$ cat src/rtl/vreg_op_sequencer.sv
// Round-robin command sequencer for the shared versatile register: seeds it with a load,
// runs the granted mode for a programmed number of clocks, then returns Q and a carry count.
module vreg_op_sequencer #(
    parameter int WIDTH   = 4,
    parameter int CNT_W   = 4,
    parameter int CARRY_W = 4
) (
    input  logic               clk,
    input  logic               reset,
    input  logic               a_valid,
    output logic               a_ready,
    input  logic [1:0]         a_op,
    input  logic [WIDTH-1:0]   a_data,
    input  logic [CNT_W-1:0]   a_count,
    input  logic               a_sin,
    input  logic               b_valid,
    output logic               b_ready,
    input  logic [1:0]         b_op,
    input  logic [WIDTH-1:0]   b_data,
    input  logic [CNT_W-1:0]   b_count,
    input  logic               b_sin,
    output logic [1:0]         reg_c,
    output logic [WIDTH-1:0]   reg_par,
    output logic               reg_serialin,
    input  logic [WIDTH-1:0]   reg_q,
    input  logic               reg_carry,
    output logic               rsp_valid,
    input  logic               rsp_ready,
    output logic               rsp_id,
    output logic [WIDTH-1:0]   rsp_q,
    output logic [CARRY_W-1:0] rsp_carry,
    output logic               busy
);

    typedef enum logic [1:0] {IDLE, LOAD, RUN, RESP} state_t;

    state_t             state, state_nxt;
    logic               last_id;
    logic [1:0]         op_q;
    logic [WIDTH-1:0]   data_q;
    logic [CNT_W-1:0]   cnt_q;
    logic               sin_q;
    logic               id_q;
    logic [CARRY_W-1:0] carry_q;
    logic               grant;
    logic               grant_b;

    // Grant is gated by reset so no ready pulse escapes while reset is held low.
    // last_id resets to B so that A wins the first contended grant.
    always_comb begin
        grant   = reset && (state == IDLE) && (a_valid || b_valid);
        grant_b = b_valid && (!a_valid || !last_id);
    end

    always_comb begin
        state_nxt = state;
        case (state)
            IDLE: if (grant) state_nxt = LOAD;
            LOAD: state_nxt = ((op_q != 2'b00) && (cnt_q != '0)) ? RUN : RESP;
            RUN:  if (cnt_q == CNT_W'(1)) state_nxt = RESP;
            RESP: if (rsp_ready) state_nxt = IDLE;
            default: state_nxt = IDLE;
        endcase
    end

    always_ff @(posedge clk or negedge reset) begin
        if (!reset) begin
            state   <= IDLE;
            last_id <= 1'b1;
            op_q    <= '0;
            data_q  <= '0;
            cnt_q   <= '0;
            sin_q   <= 1'b0;
            id_q    <= 1'b0;
            carry_q <= '0;
        end else begin
            state <= state_nxt;
            case (state)
                IDLE: begin
                    if (grant) begin
                        op_q    <= grant_b ? b_op    : a_op;
                        data_q  <= grant_b ? b_data  : a_data;
                        cnt_q   <= grant_b ? b_count : a_count;
                        sin_q   <= grant_b ? b_sin   : a_sin;
                        id_q    <= grant_b;
                        carry_q <= '0;
                    end
                end
                RUN: begin
                    cnt_q <= cnt_q - CNT_W'(1);
                    if (reg_carry && (carry_q != '1))
                        carry_q <= carry_q + CARRY_W'(1);
                end
                RESP: if (rsp_ready) last_id <= id_q;
                default: ;
            endcase
        end
    end

    // With no hold mode, idle and response states keep Q by reloading it through the load path.
    always_comb begin
        a_ready      = grant && !grant_b;
        b_ready      = grant && grant_b;
        busy         = (state != IDLE);
        rsp_valid    = (state == RESP);
        rsp_id       = id_q;
        rsp_q        = reg_q;
        rsp_carry    = carry_q;
        reg_c        = 2'b00;
        reg_par      = reg_q;
        reg_serialin = 1'b0;
        case (state)
            LOAD: reg_par = data_q;
            RUN: begin
                reg_c        = op_q;
                reg_par      = data_q;
                reg_serialin = sin_q;
            end
            default: ;
        endcase
    end

endmodule

$ cat config.mk
export PLATFORM = sky130hd
export DESIGN_NAME = vreg_op_sequencer
export DESIGN_NICKNAME = d
export VERILOG_FILES = /design/src/rtl/vreg_op_sequencer.sv
export SDC_FILE = /design/constraint.sdc
export NUM_CORES = 1
export LEC_CHECK = 0
export BUFFER_PORTS_ARGS = -buffer_cell sky130_fd_sc_hd__buf_2
export CAP_MARGIN = 20
export CORE_MARGIN = 2
export CORE_UTILIZATION = 25
export DETAILED_ROUTE_END_ITERATION = 6
export SLEW_MARGIN = 20
export SYNTH_ARGS = -nofsm -noshare
export SYNTH_HDL_FRONTEND = slang
export SYNTH_SLANG_ARGS = --single-unit
$ cat constraint.sdc
create_clock -name clk -period 2.8 [get_ports clk]
set_clock_uncertainty 0.15 [all_clocks]
set_input_delay 0.56 -clock clk [delete_from_list [all_inputs] [get_ports clk]]
set_output_delay 0.56 -clock clk [all_outputs]
set_load 0.005 [all_outputs]
## After elaboration in Yosys (flattened, before gate mapping)

Index checks and enable logic that the tools add are counted.

- Add/subtract/negate cells: 2
- Equality and inequality tests: 9
- Mux-type cells: 17
- Reductions and logical operators: 23

Operator list:

| cell | count |
|---|---|
| 2-to-1 mux 4 bit | 6 |
| case mux 4 bit (2 select lines) | 2 |
| 2-to-1 mux 2 bit | 5 |
| case mux 2 bit (4 select lines) | 1 |
| logical AND 1 bit | 7 |
| != test 2 bit, second input constant | 3 |
| AND reduction 2 bit | 3 |
| AND reduction 3 bit | 2 |
| nonzero test 2 bit | 3 |
| adder 4 x 1 -> 4 bit, second input constant | 1 |
| equality test 2 bit, second input constant | 2 |
| equality test 4 x 1 -> 1 bit, second input constant | 1 |
| != test 4 bit, second input constant | 1 |
| nonzero test 4 bit | 1 |
| subtractor 4 x 1 -> 4 bit, second input constant | 1 |
| logical NOT 1 bit | 3 |
| 2-to-1 mux 1 bit | 3 |
| equality test 2 x 1 -> 1 bit, second input constant | 1 |
| logical NOT 2 bit | 1 |
| logical OR 1 bit | 2 |
| != test 2 x 1 -> 1 bit, second input constant | 1 |
| OR reduction 2 bit | 1 |

- Bits in registers: 19
- Input port bits: 32
- Logic and storage cells: 59

## Logic depth before layout (Yosys ltp)

- Depth in word-level cells: 6
- Gate-level depth with buffers: 7

## Worst setup path after synthesis

OpenSTA, ideal clock, no wires.

- Path kind: reg-to-output
- From: reg state[0]
- To: out a_ready
- Arrival: 1.357 ns
- Required time: 2.090 ns
- Path slack: 0.733 ns
- Stages on the path, launching flop included: 7
- Buffers on the path: 2
- Cell sequence: dfrtp_1 inv_1 ha_1 o211ai_1 buf_2 buf_4 nor2_1

- Longest elaborated chain between the ends: 4

RTL lines:

| what | line | text |
|---|---|---|
| from (decl) | 37 | `state_t state, state_nxt;` |
| from (signal assigned) | 77 | `state <= state_nxt;` |
| logical NOT 2 bit | 51 | `grant = reset && (state == IDLE) && (a_valid \|\| b_valid);` |
| logical AND 1 bit (2 in a row) | 51 |  |
| logical AND 1 bit | 102 | `a_ready = grant && !grant_b;` |
| to (decl) | 11 | `output logic a_ready,` |

Every way passes these cells.

## Final worst setup path

- From: reg state[0]
- To: out b_ready

- Longest elaborated chain between the ends: 4

RTL lines:

| what | line | text |
|---|---|---|
| logical NOT 2 bit | 51 |  |
| logical AND 1 bit (2 in a row) | 51 |  |
| logical AND 1 bit | 103 | `b_ready = grant && grant_b;` |
| to (decl) | 17 | `output logic b_ready,` |

Every way passes these cells.

==> impl_metrics.csv <==
group,metric,value,unit
cts,cts.repair.resized,0,
yosys,synthFlopType,"dfrtp_1",
setup_path,crit_required,2.09,ns
cts,cts_buffers,3,
global_route,grt_first_pass_wirelength,4.98,mm
yosys,synth_edf_count,0,
setup_path,max_stage_delay,0.43,ns
yosys,syn_area,0.00130,mm2
yosys,ys_top_cells_by_area,"dfrtp_1 35%, ha_1 8.7%, mux2i_1 6.2%",
setup_path,path_class,"flip-flop to primary output",
yosys,yosysTopAreaCell,"dfrtp_1",
floorplanning,die_w,76.0,um
layout,diodes,0,
setup_path,cpMaxStageDelayCell,"dfrtp_1",
timing,post-route-period-util,90.8,%
power_and_ir_drop,power_frac_seq,34.3,%
setup_path,worstPathArrival,1.83,ns
yosys,synth_compound_area_share,16.2,%
power_and_ir_drop,power.leakage,0.815,nW
yosys,synth-seq-cells,19,
placement,hpwlAfterDp,2.36,mm
yosys,yosys.cell_types.count,32,
yosys,synth_warnings,0,
route,ant_nets,0,
route,routed_wl,3.00,mm
power_and_ir_drop,switching_share,40.0,%
yosys,synth_most_common_cell,"dfrtp_1",
power_and_ir_drop,powerDensity,866,mW/mm2
layout,utilization,32.7,%
route,drt_iter0_markers,10,
power_and_ir_drop,power_frac_comb,52.6,%
global_route,grt_pass1_vias,1069,
floorplanning,start_util,25.7,%
timing,setup_violations,0,
global_route,antenna_found_initial,0,
layout,layout-drive-gt1-share,38.0,%
cts,cts_buffer_depth,2,
timing,period_minus_slack,2.54,ns
yosys,ys_seq_area_share,36.7,%
global_route,grt_overflow_total,0,
setup_path,startpoint_type,"flip-flop",
yosys,synth_top_area_share,34.7,%
timing,slew_viol_final,0,
setup_path,cp-end-kind,"primary output",
yosys,synth_top_family_by_area,"simple AND/OR/NAND/NOR gates",
floorplanning,fp.dieH,76.0,um
setup_path,r2r_end,"rsp_carry[2]",
floorplanning,fp.coreArea,0.00504,mm2
yosys,synth_nets,176,
cts,cts_tree,"built",
yosys,synthMuxAreaShare,13.4,%
setup_path,rrSetupSlack,0.64,ns
yosys,synthArstFlopShare,100,%
yosys,avgSynthCellArea,9.61,um2
timing,max_freq,393,MHz
setup_path,r2r_start,"state[0]",
timing,hold_violations,0,
timing,relSlewSlack,59.0,%
yosys,ys_top_cells_by_count,"18 x dfrtp_1, 12 x nand2_1, 11 x nand3_1, 11 x o21ai_0, 9 x ha_1",
power_and_ir_drop,peakVddDrop,0.000343,V
cts,clock-sinks,19,
power_and_ir_drop,internal_power,0.856,mW
route,avgViaCountPerCell,4.40,
layout,nNetsFinal,226,
cts,clk_latency,0.25,ns
worst_hold_path,min_path_type,"input pin to asynchronous set/reset pin",
yosys,syn_inst,135,
setup_path,path_max_fanout,8,
timing,worst_pin_slew,0.613,ns
layout,syn2layout_area_growth,26.9,%
yosys,synthAdderAreaFrac,8.68,%
setup_path,reg2reg_depth,6,
route,drt_first_pass_iters,4,
cts,root_buffer,"clkbuf_8",
floorplanning,die-area,0.00578,mm2
timing,rsz0062_at_grt,"false",
yosys,synth_xor_area_share,0,%
cts,cts_hold_buffers,0,
global_route,grtUsageTotal,10.6,%
flow_run,drv_cap,0,
route,routedWlPerCell,11.8,um
cts,path_clk_slew,0.07,ns
power_and_ir_drop,clockPowerShare,13.2,%
setup_path,crit_chain,"inv_1 -> ha_1 -> o211ai_1 -> nor2b_1 -> buf_2",
cts,cts_setup_buffers,0,
cts,htreeDepth,1,
power_and_ir_drop,switchingPower,0.570,mW
floorplanning,rows,26,
yosys,synth-simple-area-share,18.2,%
global_route,grt_max_degree,21,
outcome,run_status,"completed",
floorplanning,pin_count,52,
route,vias,1117,
placement,io_buffers,51,
route,drc_errors,0,
placement,gp_congestion,0.776,
timing,setup-tns-final,0,ns
[critical path: cells and delay by family (launching register included)]
family | cells | cell delay, ns
AND/OR/NAND/NOR | 1 | 0.29
flip-flops | 1 | 0.43
adder cells (fa/ha/maj) | 1 | 0.28
buffers and inverters | 2 | 0.29
AO/OA/AOI/OAI | 1 | 0.30
[layout make-up]
class / instances / area [um2]
multi-input cells: 101 / 733
inverters: 5 / 18.8
repair buffers: 55 / 285
flip-flops and latches: 19 / 477
clock buffers: 4 / 45.0
well taps: 70 / 87.6
fillers: 525 / 3400
[how the worst max path moves through the flow]
stage / from / endpoint / slack, ns
after floorplan: state[0] / a_ready / 0.73
after global placement: state[0] / b_ready / 0.57
after detailed placement: state[0] / b_ready / 0.53
after CTS: state[0] / b_ready / 0.25
after global routing: state[0] / b_ready / 0.12
final: state[0] / b_ready / 0.26
[power by group through the flow]
stage                     logic, mW  clock network (mW)  registers (mW)
final                         0.749               0.188           0.488
after global routing          0.851               0.208           0.504
after CTS                     0.761               0.194           0.488
after detailed placement      0.758                   0           0.493
after global placement        0.751                   0           0.493
after floorplan               0.544                   0           0.470
[metal layers]
layer,GRT usage (%),routed length (um),vias up
met1,14.0,1440,511
met3,2.25,140,2
met4,3.27,17,0
met2,17.4,1400,30
met5,0,0,-
li1,-,-,574
[through the flow]
stage          hold slack, ns  instances  setup slack, ns  power [mW]  instance area, um2
2_1_floorplan           0.114        135            0.733        1.01                1300
3_3_place_gp            0.312        250            0.568        1.24                1600
3_5_place_dp            0.312        250            0.530        1.25                1600
4_1_cts                 0.171        254            0.246        1.44                1650
5_1_grt                 0.181        254            0.123        1.56                1650
6_report                0.160        254            0.259        1.43                1650
[logic make-up (layout without fill, tap and decap cells)]
logic type	Yosys count	after routing
adder cells (fa/ha/maj)	9	9
buffers and inverters	15	64
AO/OA/AOI/OAI	31	31
flip-flops	19	19
multiplexers	16	16
AND/OR/NAND/NOR	45	45
[placed cells by master (no fill, tap or decap), drive strengths merged]
master  count
buf        55
a31oi       1
inv         5
nor2        4
and2        4
a21o        2
a211oi      1
a21oi       8
o21ai      12
a31o        1
dfrtp      18
nor2b       1
nand2b      5
mux2        8
clkbuf      4
a22oi       1
nand3      11
nand4b      2
or3         1
a21boi      1
or3b        1
nand4       3
o311a       1
ha          9
mux2i       8
o211ai      3
nand2      12
nor3        1
dfstp       1
[registers in the layout, summed over array words and instances, names as in the netlist]
signal and count:
data_q 4, last_id 1, state 2, cnt_q 4
op_q 2, rsp_carry 4, sin_q 1, rsp_id 1
No activity file was read; power rests on OpenSTA's default activity.
